### src/rtl/stage2_decode.sv
// Stage-2 receive decoder: checks and strips the appended check bit, flags and counts mismatches.
// Build option: define STG2_DEC_DROP_EN to discard mismatched words instead of emitting them.
module stage2_decode #(
  parameter int ERR_CNT_W = 8
) (
  input  logic                 clk2,
  input  logic                 rst,
  input  logic [4:0]           key_bits,
  input  logic [16:0]          stg2_in,
  input  logic                 stg2_valid,
  output logic                 stg2_ready,
  output logic [15:0]          dec_out,
  output logic                 dec_valid,
  input  logic                 dec_ready,
  output logic                 chk_err,
  output logic [ERR_CNT_W-1:0] err_count
);

  // state | meaning
  // IDLE  | waiting for an upstream word
  // CHECK | latched word being checked
  // EMIT  | decoded word presented, waiting for dec_ready
  typedef enum logic [1:0] {IDLE, CHECK, EMIT} state_t;

  state_t               state_q, state_d;
  logic                 ready_q, ready_d;
  logic [16:0]          word_q, word_d;
  logic [1:0]           key_q, key_d;
  logic [15:0]          dout_q, dout_d;
  logic                 dvalid_q, dvalid_d;
  logic                 cerr_q, cerr_d;
  logic [ERR_CNT_W-1:0] cnt_q, cnt_d;
  logic                 exp_bit;
  logic                 mismatch;
  logic                 unused_key;

  assign unused_key = ^key_bits[4:2];

  always_comb begin
    exp_bit = 1'b0;
    case (key_q)
      2'b00:   exp_bit = ~^word_q[16:1];
      2'b01:   exp_bit = |word_q[16:1];
      2'b10:   exp_bit = &word_q[16:1];
      default: exp_bit = |word_q[16:1];
    endcase
    mismatch = exp_bit ^ word_q[0];
  end

  always_comb begin
    state_d  = state_q;
    word_d   = word_q;
    key_d    = key_q;
    dout_d   = dout_q;
    dvalid_d = dvalid_q;
    cerr_d   = cerr_q;
    cnt_d    = cnt_q;
    case (state_q)
      IDLE: begin
        // ready_q gates acceptance so no word is taken on the first edge after reset
        if (ready_q && stg2_valid) begin
          word_d  = stg2_in;
          key_d   = key_bits[1:0];
          state_d = CHECK;
        end
      end
      CHECK: begin
        if (mismatch && (cnt_q != {ERR_CNT_W{1'b1}}))
          cnt_d = cnt_q + ERR_CNT_W'(1);
`ifdef STG2_DEC_DROP_EN
        if (mismatch) begin
          state_d = IDLE;
        end else begin
          dout_d   = word_q[16:1];
          cerr_d   = 1'b0;
          dvalid_d = 1'b1;
          state_d  = EMIT;
        end
`else
        dout_d   = word_q[16:1];
        cerr_d   = mismatch;
        dvalid_d = 1'b1;
        state_d  = EMIT;
`endif
      end
      EMIT: begin
        if (dec_ready) begin
          dvalid_d = 1'b0;
          state_d  = IDLE;
        end
      end
      default: state_d = IDLE;
    endcase
    ready_d = (state_d == IDLE);
  end

  always_ff @(posedge clk2 or posedge rst) begin
    if (rst) begin
      state_q  <= IDLE;
      ready_q  <= 1'b0;
      word_q   <= '0;
      key_q    <= '0;
      dout_q   <= '0;
      dvalid_q <= 1'b0;
      cerr_q   <= 1'b0;
      cnt_q    <= '0;
    end else begin
      state_q  <= state_d;
      ready_q  <= ready_d;
      word_q   <= word_d;
      key_q    <= key_d;
      dout_q   <= dout_d;
      dvalid_q <= dvalid_d;
      cerr_q   <= cerr_d;
      cnt_q    <= cnt_d;
    end
  end

  assign stg2_ready = ready_q;
  assign dec_out    = dout_q;
  assign dec_valid  = dvalid_q;
  assign chk_err    = cerr_q;
  assign err_count  = cnt_q;

endmodule

### config.mk
export PLATFORM = sky130hd
export DESIGN_NAME = stage2_decode
export DESIGN_NICKNAME = d
export VERILOG_FILES = /design/src/rtl/stage2_decode.sv
export SDC_FILE = /design/constraint.sdc
export NUM_CORES = 1
export LEC_CHECK = 0
export ABC_CLOCK_PERIOD_IN_PS = 4400
export BUFFER_PORTS_ARGS = -buffer_cell sky130_fd_sc_hd__buf_2
export CAP_MARGIN = 10
export CORE_MARGIN = 2
export CORE_UTILIZATION = 57
export DETAILED_ROUTE_END_ITERATION = 8
export GPL_TIMING_DRIVEN = 0
export PLACE_DENSITY = 0.81
export REMOVE_ABC_BUFFERS = 1
export SETUP_SLACK_MARGIN = 0.4
export SLEW_MARGIN = 20
export SYNTH_ARGS = -nofsm -noshare
export SYNTH_HDL_FRONTEND = slang
export SYNTH_SLANG_ARGS = --single-unit
### constraint.sdc
create_clock -name clk2 -period 4.4 [get_ports clk2]
set_input_delay 0 -clock clk2 [delete_from_list [all_inputs] [get_ports clk2]]
set_output_delay 0 -clock clk2 [all_outputs]
set_load 0.005 [all_outputs]
Word level (Yosys, flattened, before mapping)

Index checks and enable logic that the tools add are counted.

Shift operators: 0
Div/mod/pow operators: 0
Equality and inequality tests: 5
Reductions and logical operators: 12
Add/subtract/negate cells: 1
Multiplexer cells: 6
Order comparisons: 0
Multipliers: 0
Bitwise operators: 1

Operator list:

| cell                | count |
|---|---|
| $reduce_and 16->1   | 1 |
| $reduce_or 16->1    | 1 |
| $reduce_xnor 16->1  | 1 |
| $add 8x1->8 const B | 1 |
| $ne 8x8->1 const B  | 1 |
| $logic_not 2->1     | 3 |
| $pmux 2 s3          | 1 |
| $reduce_and 2->1    | 3 |
| $eq 2x2->1 const B  | 2 |
| $mux 2              | 2 |
| $pmux 1 s2          | 2 |
| $eq 2x1->1 const B  | 1 |
| $logic_and 1x1->1   | 2 |
| $ne 2x2->1 const B  | 1 |
| $reduce_bool 2->1   | 1 |
| $mux 1              | 1 |
| $xor 1x1->1         | 1 |

Memories: 0
Latch bits: 0
Register bits after elaboration: 48
RAM bits: 0
Word-level logic and storage cells: 33
Memory bits (read-only): 0
Input bits: 26

Depth between registers and ports, before layout

Depth in word-level cells: 5
Depth in mapped cells: 9
Mapped depth without buffers: 9

Least setup slack after synthesis

Ideal clock, no wire load.

Path kind: flip-flop to flip-flop
From: register cnt_q[0], in the netlist err_count[0]
To: register cnt_q[1], in the netlist err_count[1]
Required time: 4.275 ns
Setup slack: 2.239 ns
Cell stages (with the launch flop): 8
Library setup time: 0.125 ns
Clock period less this slack: 2.161 ns
Data arrival time: 2.037 ns
Cells stage by stage: dfrtp_1 ha_1 nand3_1 o21bai_4 or4_1 o221a_2 nand2_4 mux2_2

Word-level cells in the longest chain between the ends: 3
Elaborated cells between the ends (all ways): 4
Classes of those cells: add/sub: 1; eq/ne: 1; reduce/logical: 2

Ends and longest elaborated chain:

| what                                                                | RTL line | text |
|---|---|---|
| start: declaration                                                  | 32       | `logic [ERR_CNT_W-1:0] cnt_q, cnt_d;` |
| start signal: assignment                                            | 115      | `cnt_q <= cnt_d;` |
| parallel branches: the longest is 3 deep, another holds $add 8x1->8 | -        |  |

Parallel ways; which one is timed is not known.
A chain may end at the register's enable or synchronous reset.

Final worst setup path

From: register state_q[1]
To: register cnt_q[1], in the netlist err_count[1]

Word-level cells in the longest chain between the ends: 2

Ends and longest elaborated chain:

| what                       | RTL line | text |
|---|---|---|
| start: declaration         | 25       | `state_t state_q, state_d;` |
| start signal: assignment   | 108      | `state_q <= state_d;` |
| $eq 2x1->1                 | 58       | `case (state_q)` |
| $reduce_and 2->1 (no line) | -        |  |

No other way between the ends.

==> run_results.csv <==
group,metric,value,unit
drt,post-route-drc-count,0,
run,max_cap_viol_count,0,
timing,layout_min_cycle_time,2340,ps
die,rows,22,
worst_setup_path,r2r_cells,6,
layout,drive_gt1_share,22.6,%
outcome,run_status,"complete, no violations",
layout,layout.nets,333,
worst_setup_path,required,4570,ps
layout,multiInputGateArea,923,um^2
clock_network,cts_buffers,5,
drt,via_per_inst,5.17,
timing,max_slew.worst_pin.slew,642,ps
grt,grt_pass1_wl,7.47,mm
timing,fin_skew,3.84,ps
drt,ant_nets,0,
worst_setup_path,path_buf_inv,0,
clock_network,cts_tree,"built",
drt,first_pass_iters,4,
clock_network,cts_root_buf,"clkbuf_8",
clock_network,cts.path.max_buffers,2,
worst_setup_path,crit_chain,"nand2b_4 -> o21bai_4 -> or4_1 -> o221a_2 -> nand2_4 -> mux2_2",
worst_setup_path,cp-start-kind,"flip-flop",
drt,wl_per_cell,12.9,um
grt,grt_util_all_layers,22.3,%
logic_synthesis,ys_warn_count,0,
logic_synthesis,synth_ff_type,"dfrtp_1",
logic_synthesis,syn_avg_cell_area,10.3,um^2
worst_setup_path,r2r_end,"err_count[1]",
worst_setup_path,crit_fanout,36,
worst_hold_path,hp-start,"stg2_valid",
drt,via_count,1736,
logic_synthesis,netlist_instances,218,
logic_synthesis,netlist_area,2240,um^2
timing,maxSlewHeadroom,57.0,%
placement,dp_hpwl,2.93,mm
placement,gp_congestion,0.747,
die,die_h,66.6,um
die,dieArea,4440,um^2
clock_network,clkTransAtPathRegs,80,ps
worst_hold_path,holdCritPathClass,"primary input to flip-flop",
worst_setup_path,worstSetupPathType,"flip-flop to flip-flop",
timing,setup_viol,0,
clock_network,clk_latency,290,ps
worst_setup_path,critPathMaxStageDelay,470,ps
logic_synthesis,synth-edff-count,0,
layout,stdcell_count,336,
timing,finalHoldViolCount,0,
clock_network,h-tree-depth,2,
logic_synthesis,yosysMostFrequentCell,"dfrtp_1",
worst_setup_path,crit_slowest_cell,"or4_1",
layout,fillers,264,
placement,dp.cells,310,
logic_synthesis,yosysTopAreaCellShare,53.7,%
placement,place_area,2540,um^2
layout,diodes,0,
logic_synthesis,async_reset_ff_share,100,%
power_and_ir_drop,leakagePower,0.00141,uW
layout,utilization,76.0,%
clock_network,postCtsSetupBuffers,0,
worst_setup_path,path_delay_family,"simple AND/OR/NAND/NOR gates",
worst_setup_path,ff2ff_setup_slack,2060,ps
clock_network,clock-sinks,48,
worst_setup_path,critical_path.endpoint_type,"flip-flop",
logic_synthesis,yosys-top-cells-area,"dfrtp_1 54%, ha_1 9.5%, o21ai_0 8.1%, nand2_1 6.5%, xnor2_1 5.1%",
power_and_ir_drop,power.density,699,nW/um^2
logic_synthesis,post_synth_num_cell_types,29,
layout,area_growth,26.2,%
die,fp.dieW,66.6,um
worst_setup_path,timing.rr.start,"state_q[1]",
drt,drt_iter0_drc,81,
power_and_ir_drop,peakVddDrop,0.535,mV
timing,rsz0062_at_grt,"no",
logic_synthesis,synth-seq-area-share,53.7,%
worst_hold_path,hold_path_depth,3,
logic_synthesis,synth_top_cell_by_area,"dfrtp_1",
grt,grt_max_degree,37,
layout,fin_area,2820,um^2
die,io_pins,53,
logic_synthesis,ys_ff_latch,48,
timing,post-route-period-util,53.1,%
timing,clock.fmax,428,MHz
grt,grt_overflow,0,
timing,tns,0,ps
die,core,3720,um^2
grt,grt_pass1_vias,1743,
logic_synthesis,yosys-top-cells-count,"48 x dfrtp_1, 39 x nand2_1, 36 x o21ai_0",
placement,io_buffers,49,
worst_setup_path,worstPathArrival,2510,ps
grt,antenna_found_initial,0,
drt,routed_wl,4.34,mm
timing,drv_slew,0,
layout,seq_area,1200,um^2
worst_hold_path,min_to,"state_q[0]",
die,start_util,60.2,%
## flip-flops by register name (all words and copies together), names as in the netlist
register and flops:
dec_valid 1, state_q 2, err_count 8, chk_err 1, dec_out 16, stg2_ready 1
word_q 17, key_q 2
## placed cells by master, fill, tap and decap left out
cell type      Yosys  layout
buf_2              0      49
dfrtp_1           48      48
nand2_1           39      39
o21ai_0           36      36
dlygate4sd3_1      0      21
inv_1             21      20
ha_1              17      17
xnor2_1           13      13
nand4_1            5       5
clkbuf_8           0       5
nand3_1            4       4
and3_1             3       3
nor2_1             3       3
xor2_1             2       2
mux2_2             2       2
a21oi_1            2       2
buf_4              0       2
nor3_2             0       1
and4_1             1       1
a41oi_1            1       1
nand2b_4           1       1
o21bai_4           1       1
nor3_1             2       1
nor4_1             1       1
a31oi_1            1       1
or4_1              1       1
nand2b_1           1       1
or4b_1             1       1
o221a_2            1       1
nand2_4            1       1
or2b_1             1       1
inv_2              0       1
o21a_1             1       1
buf_12             0       1
## logic make-up after synthesis
kind of cell             after synthesis  share of synthesized area, %
adder cells (fa/ha/maj)               17                          9.51
flip-flops                            48                          53.7
XOR/XNOR                              15                          5.88
AND/OR/NAND/NOR                       64                          13.8
multiplexers                           2                          1.01
buffers and inverters                 29                          5.20
AO/OA/AOI/OAI                         43                          10.9
## metal layers
| metal | part of all wire (%) | GRT usage [%] |
|---|---|---|
| met5 | 0 | 0 |
| met4 | 1.7 | 6.12 |
| met3 | 3.4 | 4.73 |
| met2 | 52 | 40.1 |
| met1 | 43 | 26.8 |
## per-stage QoR
stage,hold WS [ps],total power [uW],worst slack [ps]
global route,56.5,2160,1910
global placement,209,1690,746
detailed placement,33.6,1740,2060
CTS,38.6,1980,2050
floorplan,117,1460,1640
finish,38.1,1970,2060
## where the power goes
group	internal, uW	switching [uW]	leakage [uW]
clock network	103	127	0.0000359
registers	635	130	0.000603
logic	459	520	0.000776
## area by class of cell
class                   instances  area share [%]
repair buffers                 73            17.4
well taps                      48            2.13
clock buffers                   5            2.44
flip-flops and latches         48            42.6
multi-input cells             141            32.7
inverters                      21            2.79
## tightest hold or removal path: cells and delay by family
family	cells	cell delay, ps
buffers and inverters	1	100
and+or+nand+nor	2	170
## how the worst max path moves through the flow
stage	startpoint	to	slack [ps]	cells past startpoint
after detailed placement	state_q[1]	err_count[1]	2060	6
after global placement	state_q[0]	key_q[0]	750	2
after floorplan	state_q[0]	key_q[0]	1640	2
after CTS	state_q[1]	err_count[1]	2050	6
after global routing	word_q[7]	err_count[1]	1910	7
final	state_q[1]	err_count[1]	2060	6
## timing repair
action,CTS,global route
gates resized for setup,0,0
endpoints found under the hold margin,40,0
hold buffers,21,0
(Power assumes the default switching activity.)
